**src/rtl/alu_spi_responder_if.sv**
```systemverilog
// Request/result handshake between the SPI responder (master side) and the ALU core (slave side).
interface alu_spi_responder_if #(
  parameter int DATA_WIDTH = 8,
  parameter int OP_WIDTH   = 4
);
  logic                  o_req_valid;
  logic [OP_WIDTH-1:0]   o_op;
  logic [DATA_WIDTH-1:0] o_operand_a;
  logic [DATA_WIDTH-1:0] o_operand_b;
  logic                  i_result_valid;
  logic [DATA_WIDTH-1:0] i_result;

  modport master (
    output o_req_valid, o_op, o_operand_a, o_operand_b,
    input  i_result_valid, i_result
  );

  modport slave (
    input  o_req_valid, o_op, o_operand_a, o_operand_b,
    output i_result_valid, i_result
  );
endinterface

```
**src/rtl/alu_spi_responder.sv**
```systemverilog
// SPI responder for the processor-to-ALU link: receives {operand_b, operand_a, op}, hands it to the
// core, then returns a start marker plus the result LSB first. Optional macro: ALU_RESP_TIMEOUT_EN.
module alu_spi_responder #(
  parameter int DATA_WIDTH     = 8,
  parameter int OP_WIDTH       = 4,
  parameter int TIMEOUT_CYCLES = 16
) (
  input  logic                 i_clock,
  input  logic                 i_reset,
  input  logic                 i_nss,
  input  logic                 i_mosi,
  output logic                 o_miso,
  alu_spi_responder_if.master  alu
);

  localparam int PACKET_WIDTH = OP_WIDTH + 2 * DATA_WIDTH;
  localparam int CNT_MAX      = (PACKET_WIDTH > DATA_WIDTH) ? PACKET_WIDTH : DATA_WIDTH;
  localparam int CNT_W        = $clog2(CNT_MAX);
  localparam int RIDX_W       = $clog2(DATA_WIDTH);

  localparam logic [CNT_W-1:0] CNT_PKT_LAST = CNT_W'(PACKET_WIDTH - 1);
  localparam logic [CNT_W-1:0] CNT_RES_LAST = CNT_W'(DATA_WIDTH - 1);

  if (TIMEOUT_CYCLES < 2) begin : g_timeout_range
    $error("TIMEOUT_CYCLES must be at least 2");
  end

  typedef enum logic [2:0] {
    IDLE,
    RECEIVING,
    REQUEST,
    SEND_START,
    SENDING
  } state_t;

  state_t                  state;
  logic [CNT_W-1:0]        cnt;
  logic [PACKET_WIDTH-1:0] packet;
  logic [PACKET_WIDTH-1:0] packet_next;
  logic [DATA_WIDTH-1:0]   result;
  logic                    tmo_expired;

  // Includes the bit arriving this edge so the outputs load the complete packet on entry to REQUEST.
  always_comb begin
    packet_next      = packet;
    packet_next[cnt] = i_mosi;
  end

`ifdef ALU_RESP_TIMEOUT_EN
  localparam int TMO_W = $clog2(TIMEOUT_CYCLES + 1);
  localparam logic [TMO_W-1:0] TMO_LAST = TMO_W'(TIMEOUT_CYCLES - 1);

  logic [TMO_W-1:0] tmo_cnt;

  assign tmo_expired = (tmo_cnt == TMO_LAST);

  always_ff @(posedge i_clock or negedge i_reset) begin
    if (!i_reset) begin
      tmo_cnt <= '0;
    end else if (state == REQUEST && !i_nss && !alu.i_result_valid && !tmo_expired) begin
      tmo_cnt <= tmo_cnt + 1'b1;
    end else begin
      tmo_cnt <= '0;
    end
  end
`else
  assign tmo_expired = 1'b0;
`endif

  always_ff @(posedge i_clock or negedge i_reset) begin
    if (!i_reset) begin
      state           <= IDLE;
      cnt             <= '0;
      packet          <= '0;
      result          <= '0;
      alu.o_req_valid <= 1'b0;
      alu.o_op        <= '0;
      alu.o_operand_a <= '0;
      alu.o_operand_b <= '0;
    end else if (state != IDLE && i_nss) begin
      // Deselect aborts from any state and beats every other transition.
      state           <= IDLE;
      cnt             <= '0;
      alu.o_req_valid <= 1'b0;
    end else begin
      case (state)
        IDLE: begin
          if (!i_nss && i_mosi) begin
            state <= RECEIVING;
            cnt   <= '0;
          end
        end
        RECEIVING: begin
          packet <= packet_next;
          if (cnt == CNT_PKT_LAST) begin
            state           <= REQUEST;
            cnt             <= '0;
            alu.o_req_valid <= 1'b1;
            alu.o_op        <= packet_next[OP_WIDTH-1:0];
            alu.o_operand_a <= packet_next[OP_WIDTH +: DATA_WIDTH];
            alu.o_operand_b <= packet_next[OP_WIDTH + DATA_WIDTH +: DATA_WIDTH];
          end else begin
            cnt <= cnt + 1'b1;
          end
        end
        REQUEST: begin
          if (alu.i_result_valid) begin
            result          <= alu.i_result;
            state           <= SEND_START;
            alu.o_req_valid <= 1'b0;
          end else if (tmo_expired) begin
            result          <= '1;
            state           <= SEND_START;
            alu.o_req_valid <= 1'b0;
          end
        end
        SEND_START: begin
          state <= SENDING;
          cnt   <= '0;
        end
        SENDING: begin
          if (cnt == CNT_RES_LAST) begin
            state <= IDLE;
            cnt   <= '0;
          end else begin
            cnt <= cnt + 1'b1;
          end
        end
        default: begin
          state <= IDLE;
          cnt   <= '0;
        end
      endcase
    end
  end

  // Decoded from state so the marker and bit 0 line up with the processor's sampling edges.
  always_comb begin
    case (state)
      SEND_START: o_miso = 1'b1;
      SENDING:    o_miso = result[cnt[RIDX_W-1:0]];
      default:    o_miso = 1'b0;
    endcase
  end

endmodule
```
**src/flat_wrapper.sv**
```systemverilog
// flat-port wrapper written by rule: the top's interface ports become plain ports
module alu_spi_responder_flat 
#(
  parameter int DATA_WIDTH     = 8,
  parameter int OP_WIDTH       = 4,
  parameter int TIMEOUT_CYCLES = 16
)
  (i_clock, i_reset, i_nss, i_mosi, o_miso, alu_o_req_valid, alu_o_op, alu_o_operand_a, alu_o_operand_b, alu_i_result_valid, alu_i_result);
  alu_spi_responder_if #(.DATA_WIDTH(DATA_WIDTH), .OP_WIDTH(OP_WIDTH)) alu_i ();
  input  logic i_clock;
  input  logic i_reset;
  input  logic i_nss;
  input  logic i_mosi;
  output logic o_miso;
  output wire logic [$bits(alu_i.o_req_valid)-1:0] alu_o_req_valid;
  output wire logic [$bits(alu_i.o_op)-1:0] alu_o_op;
  output wire logic [$bits(alu_i.o_operand_a)-1:0] alu_o_operand_a;
  output wire logic [$bits(alu_i.o_operand_b)-1:0] alu_o_operand_b;
  input wire logic [$bits(alu_i.i_result_valid)-1:0] alu_i_result_valid;
  input wire logic [$bits(alu_i.i_result)-1:0] alu_i_result;
  assign alu_o_req_valid = alu_i.o_req_valid;
  assign alu_o_op = alu_i.o_op;
  assign alu_o_operand_a = alu_i.o_operand_a;
  assign alu_o_operand_b = alu_i.o_operand_b;
  assign alu_i.i_result_valid = alu_i_result_valid;
  assign alu_i.i_result = alu_i_result;
  alu_spi_responder #(.DATA_WIDTH(DATA_WIDTH), .OP_WIDTH(OP_WIDTH), .TIMEOUT_CYCLES(TIMEOUT_CYCLES)) u_core (.i_clock(i_clock), .i_reset(i_reset), .i_nss(i_nss), .i_mosi(i_mosi), .o_miso(o_miso), .alu(alu_i));
endmodule
```
**config.mk**
```make
export PLATFORM = sky130hd
export DESIGN_NAME = alu_spi_responder_flat
export DESIGN_NICKNAME = d
export VERILOG_FILES = /design/src/rtl/alu_spi_responder_if.sv /design/src/rtl/alu_spi_responder.sv /design/src/flat_wrapper.sv
export SDC_FILE = /design/constraint.sdc
export NUM_CORES = 1
export LEC_CHECK = 0
export BUFFER_PORTS_ARGS = -buffer_cell sky130_fd_sc_hd__buf_4
export CORE_MARGIN = 2
export CORE_UTILIZATION = 29
export CTS_CLUSTER_DIAMETER = 200
export DETAILED_ROUTE_END_ITERATION = 10
export HOLD_SLACK_MARGIN = 0.15
export SLEW_MARGIN = 20
export SYNTH_ARGS = -nofsm -noshare
export SYNTH_HDL_FRONTEND = slang
export SYNTH_SLANG_ARGS = --single-unit
```
**constraint.sdc**
```tcl
create_clock -name i_clock -period 1.85 [get_ports i_clock]
set_input_delay 0.37 -clock i_clock [delete_from_list [all_inputs] [get_ports i_clock]]
set_output_delay 0.37 -clock i_clock [all_outputs]
set_load 0.02 [all_outputs]
```
* Word-level counts from Yosys, hierarchy flattened
Index checks and enable logic that the tools add are counted.
** Storage, ports and cells
- Register bits after elaboration :: 57
- Latch bits :: 0
- Bits in read-only memories :: 0
- Input bits :: 13
- RAM bits :: 0
- Memories :: 0
- Output and inout port bits :: 22
- Logic and storage cells :: 58
** Cells by class
- Divide/modulo/power cells :: 0
- Shift-type cells :: 0
- Bitwise operators :: 1
- $lt $le $gt $ge :: 3
- Mux-type cells :: 21
- Reduce and logical (&&, ||, !) cells :: 13
- Add/subtract/negate cells :: 1
- Multipliers :: 0
- Equal/unequal tests :: 11
** Operators by type and width (count)
- $bwmux 20 :: 1
- $mux 5 :: 4
- $pmux 5 s4 :: 1
- $mux 3 :: 5
- $pmux 3 s5 :: 1
- $ne 3x1->1 const B :: 3
- $reduce_and 3->1 :: 3
- $eq 3x2->1 const B :: 2
- $lt 5x6->1 const B :: 1
- $reduce_bool 3->1 :: 2
- $add 5x1->5 const B :: 1
- $demux 1 s5 :: 1
- $eq 5x3->1 const B :: 1
- $eq 5x5->1 const B :: 1
- $ge 5x1->1 const B :: 1
- $mux 1 :: 5
- $lt 3x4->1 const B :: 1
- $pmux 1 s2 :: 2
- $reduce_and 2->1 :: 2
- $reduce_and 4->1 :: 1
- $bmux 1 s3 :: 1
- $eq 3x1->1 const B :: 1
- $eq 3x3->1 const B :: 1
- $logic_and 1x1->1 :: 3
- other kinds (5) :: 5

* Depth between registers and ports, before layout
- Depth in word-level cells :: 5
- Depth in mapped cells :: 6
- Gate-level depth less buffers :: 6

* Least setup slack after synthesis
No wires, ideal clock.
- Path kind :: register to output
- From :: register u_core.cnt[0]
- To :: output o_miso
- Required time :: 1480 ps
- Slack :: 157 ps
- Path buffers :: 0
- Data arrival time :: 1323 ps
- Cell stages (with the launch flop) :: 4
- Path through :: dfrtp_1 > mux4_2 > mux2i_1 > o21ai_0
** On the way
- Word-level cells in the longest chain between the ends :: 3
** RTL lines
- start, declared :: line alu_spi_responder.sv:37 : logic [CNT_W-1:0] cnt;
- start signal, assigned :: line alu_spi_responder.sv:103 : cnt <= cnt + 1'b1;
- start signal, assigned :: line alu_spi_responder.sv:126 : cnt <= cnt + 1'b1;
- $bmux 1 s3 :: line alu_spi_responder.sv:141 : SENDING: o_miso = result[cnt[RIDX_W-1:0]];
- $mux 1 (not written as such) :: line alu_spi_responder.sv:141
- $pmux 1 s2 :: line alu_spi_responder.sv:139 : case (state)
- end, declared :: line flat_wrapper.sv:14 : output logic o_miso;
Every way passes these cells. The select of a mux whose other input is x is not followed.

* Final worst setup path
Same ends and word-level chain as after synthesis.

==> metrics.csv <==
metric,value,unit
outcome,"complete, but fails checks",
failed_checks,negative setup slack,
final_skew,0.0139,ns
hpwl,4340,um
dieHeight,105,um
power.combinational.fraction,0.110,
timing.critical_path.max_delay_family,multiplexers,
syn_to_final_growth,21.9,%
clock_latency,0.35,ns
final_cell_area,3600,sq um
timing_worst_slew_pin_value,0.737,ns
internal_power,2.15,mW
worstPathMaxFanout,4,
first_pass_iters,4,
die-width,105,um
yosys_warnings,0,
post_synth_edffs,0,
cp_cell_sequence,"mux4_2, mux2i_1, o21ai_1, buf_4",
max_stage_delay,0.50,ns
fin_total_pwr,2.86,mW
slew_headroom,0.509,
worstPathRequired,1.48,ns
route.vias.total,2113,
timing_max_transition_violations_final,0,
clock_tree_from_tritoncts,built,
antenna_cells,0,
grt_usage,0.120,
grt_first_pass_wirelength,10400,um
switching_power,711,uW
postLayoutSetupSlackWorst,-0.148,ns
cp-start-kind,flip-flop,
postSynth.topFlopCell,dfrtp_1,
multi_input_comb_area,1440,sq um
max_clock_freq,0.500,GHz
most_frequent_standard_cell_in_the_layout_excluding_fill_and_tap_cells,dfrtp_1,
effective_utilization_at_floorplan,0.301,
period_minus_slack,2.00,ns
tns,-0.148,ns
antenna_found_initial,0,
place_inst,431,
number_of_nets_in_the_layout,329,
register_area_share_after_synthesis,0.483,
yosys.cell_types.count,44,
report.final.hold_viol_count,0,
share_clk_of_total_power,0.421,
crit_arrival,1.63,ns
std_cell_rows,36,
synth.cell_area,2950,sq um
sequentialPowerShare,0.469,
syn-mean-instance-area,10.8,sq um
grt_setup_unrepaired,yes,
post-route-drc-count,0,
number_of_nets_in_the_synthesized_netlist,292,
grt_max_degree,58,
report.final.setup_viol,1,
final.period_utilization,1.08,
clkSinkCount,57,
io_buffers,34,
postRouteAntennaNets,0,
clk_root_buffer_cell,clkbuf_8,
detailedPlace.worstSlack,0.0828,ns
layout.area.seq,1430,sq um
viasPerCell,4.71,
final_layout_size_suffix_gt1_frac,0.320,
setup.worst_path.class,reg2out,
detail_route.wl_per_cell,14.3,um
critical-path-slowest-cell,mux4_2,
max_cap_violations,0,
fraction_of_power_spent_switching_nets,0.249,
total_leakage_power,1.63,nW
tritoncts.num_buffers,9,
worst-path-buf-inv,1,
num_io_pins,35,
die_area,11000,sq um
final_cell_mix,"dfrtp_1 (55), nand2_1 (51), buf_4 (45), mux2_2 (29), mux2i_1 (22)",
ctsLongestPathBuffers,2,
power.ir.vdd_worst,0.000264,V
clk_pin_slew_worst_paths,0.06,ns
instances_no_fill,449,
worst_hold_class,in2reg,
wirelength,6410,um
power_per_standard_cell_area,793,nW/um^2
critical_path.endpoint_type,output port,
synth.ff_latch_count,57,
placed_area,3360,sq um
fillerInstances,993,
vias_in_the_first_global_route,2115,
drt-initial-drc-count,117,
cts.htree.levels,3,
synth_async_sr_flop_share,1.00,
grt_overflow_total,0,
placeable_core_region,9820,sq um
syn-instance-count,274,
gpl.final_weighted_congestion,0.761,
==> worst reg2reg max path, cell delays in order, from the launching register on <==
cell	delay [ns]
dfrtp_1	0.49
or3b_1	0.45
a211oi_4	0.34
nor2_2	0.10
a221o_1	0.30
==> final cells by class <==
class,instances,share of cell area
inverters,3,0.00313
multi-input cells,194,0.400
clock buffers,12,0.0431
repair buffers,46,0.0966
clock inverters,4,0.0142
flip-flops and latches,57,0.397
well taps,133,0.0462
==> cell families (layout without fill, tap and decap cells) <==
kind of cell	Yosys count	count (layout)	share of synthesized area
compound gates	36	36	0.0771
xor+xnor	1	1	0.00297
fa+ha+maj	5	5	0.0212
buf+inv	23	65	0.0347
flops	57	57	0.483
mux	53	53	0.200
simple gates	99	99	0.181
==> through the flow <==
step           hold slack, ns   util
3_5_place_dp            0.479  0.342
4_1_cts                 0.252  0.365
2_1_floorplan          0.0744      -
6_report                0.261  0.367
3_3_place_gp            0.473  0.342
5_1_grt                 0.248  0.367
==> per-layer routing <==
metal / part of all wire / GRT usage / wire length, um
met3: 0.041 / 0.0462 / 265
met4: 0.012 / 0.0371 / 76
met5: 0 / 0 / 0
met1: 0.44 / 0.147 / 2820
met2: 0.51 / 0.193 / 3240
==> final timing paths <==
| path | from | endpoint | slack [ns] | cells past startpoint |
|---|---|---|---|---|
| min in group asynchronous | i_reset | u_core.result[1]$_DFFE_PN0P_ | 0.62 | 2 |
| worst max-delay path | u_core.cnt[0]$_DFFE_PN0P_ | o_miso | -0.15 | 4 |
| worst max register to register | u_core.state[2]$_DFFE_PN0P_ | u_core.cnt[2]$_DFFE_PN0P_ | 0.07 | 4 |
| max in group asynchronous | i_reset | u_core.cnt[3]$_DFFE_PN0P_ | 0.71 | 2 |
| worst min register to register | u_core.alu.o_operand_b[4]$_DFFE_PN0P_ | u_core.alu.o_operand_b[4]$_DFFE_PN0P_ | 0.49 | 2 |
| worst min-delay path | alu_i_result[3] | u_core.result[3]$_DFFE_PN0P_ | 0.26 | 2 |
==> cell usage after synthesis, types with 2 or more instances <==
library cell / instances / area [sq um]
nor2_1: 8 / 30.0
and2_1: 4 / 25.0
buf_2: 9 / 45.0
nor4bb_1: 2 / 20.0
nor3b_1: 3 / 22.5
nand2_1: 51 / 191
nor2b_1: 2 / 12.5
nor3_1: 4 / 20.0
nand3b_1: 4 / 30.0
nand2b_1: 6 / 37.5
a21oi_1: 2 / 10.0
ha_1: 5 / 62.6
o21ai_1: 5 / 25.0
mux2_2: 29 / 327
nor4b_1: 2 / 17.5
mux4_2: 2 / 45.0
a22o_1: 3 / 26.3
nand3_1: 3 / 15.0
o21ai_0: 17 / 85.1
nand4b_1: 2 / 17.5
inv_1: 3 / 11.3
dfrtp_1: 57 / 1430
mux2i_1: 22 / 220
clkbuf_1: 9 / 33.8
==> sequential cells by signal, summed over array words and instances, names as in the netlist <==
signal,count
u_core.alu.o_op,4
u_core.alu.o_req_valid,1
u_core.cnt,5
u_core.alu.o_operand_a,8
u_core.packet,20
u_core.state,3
u_core.result,8
u_core.alu.o_operand_b,8
==> what timing repair did <==
action / in CTS / in global routing
setup buffers: 1 / 0
gates resized for setup: 2 / 4
setup endpoints to repair: 1 / 7
endpoints found under the hold margin: 57 / 0
hold buffers: 1 / 0
==> power by group through the flow <==
stage | clock (mW) | sequential (mW) | combinational [mW]
6_report | 1.20 | 1.34 | 0.314
5_1_grt | 1.28 | 1.35 | 0.350
4_1_cts | 1.23 | 1.34 | 0.314
3_5_place_dp | 0 | 1.37 | 0.302
3_3_place_gp | 0 | 1.36 | 0.297
2_1_floorplan | 0 | 1.35 | 0.199
(Power assumes the default switching activity.)
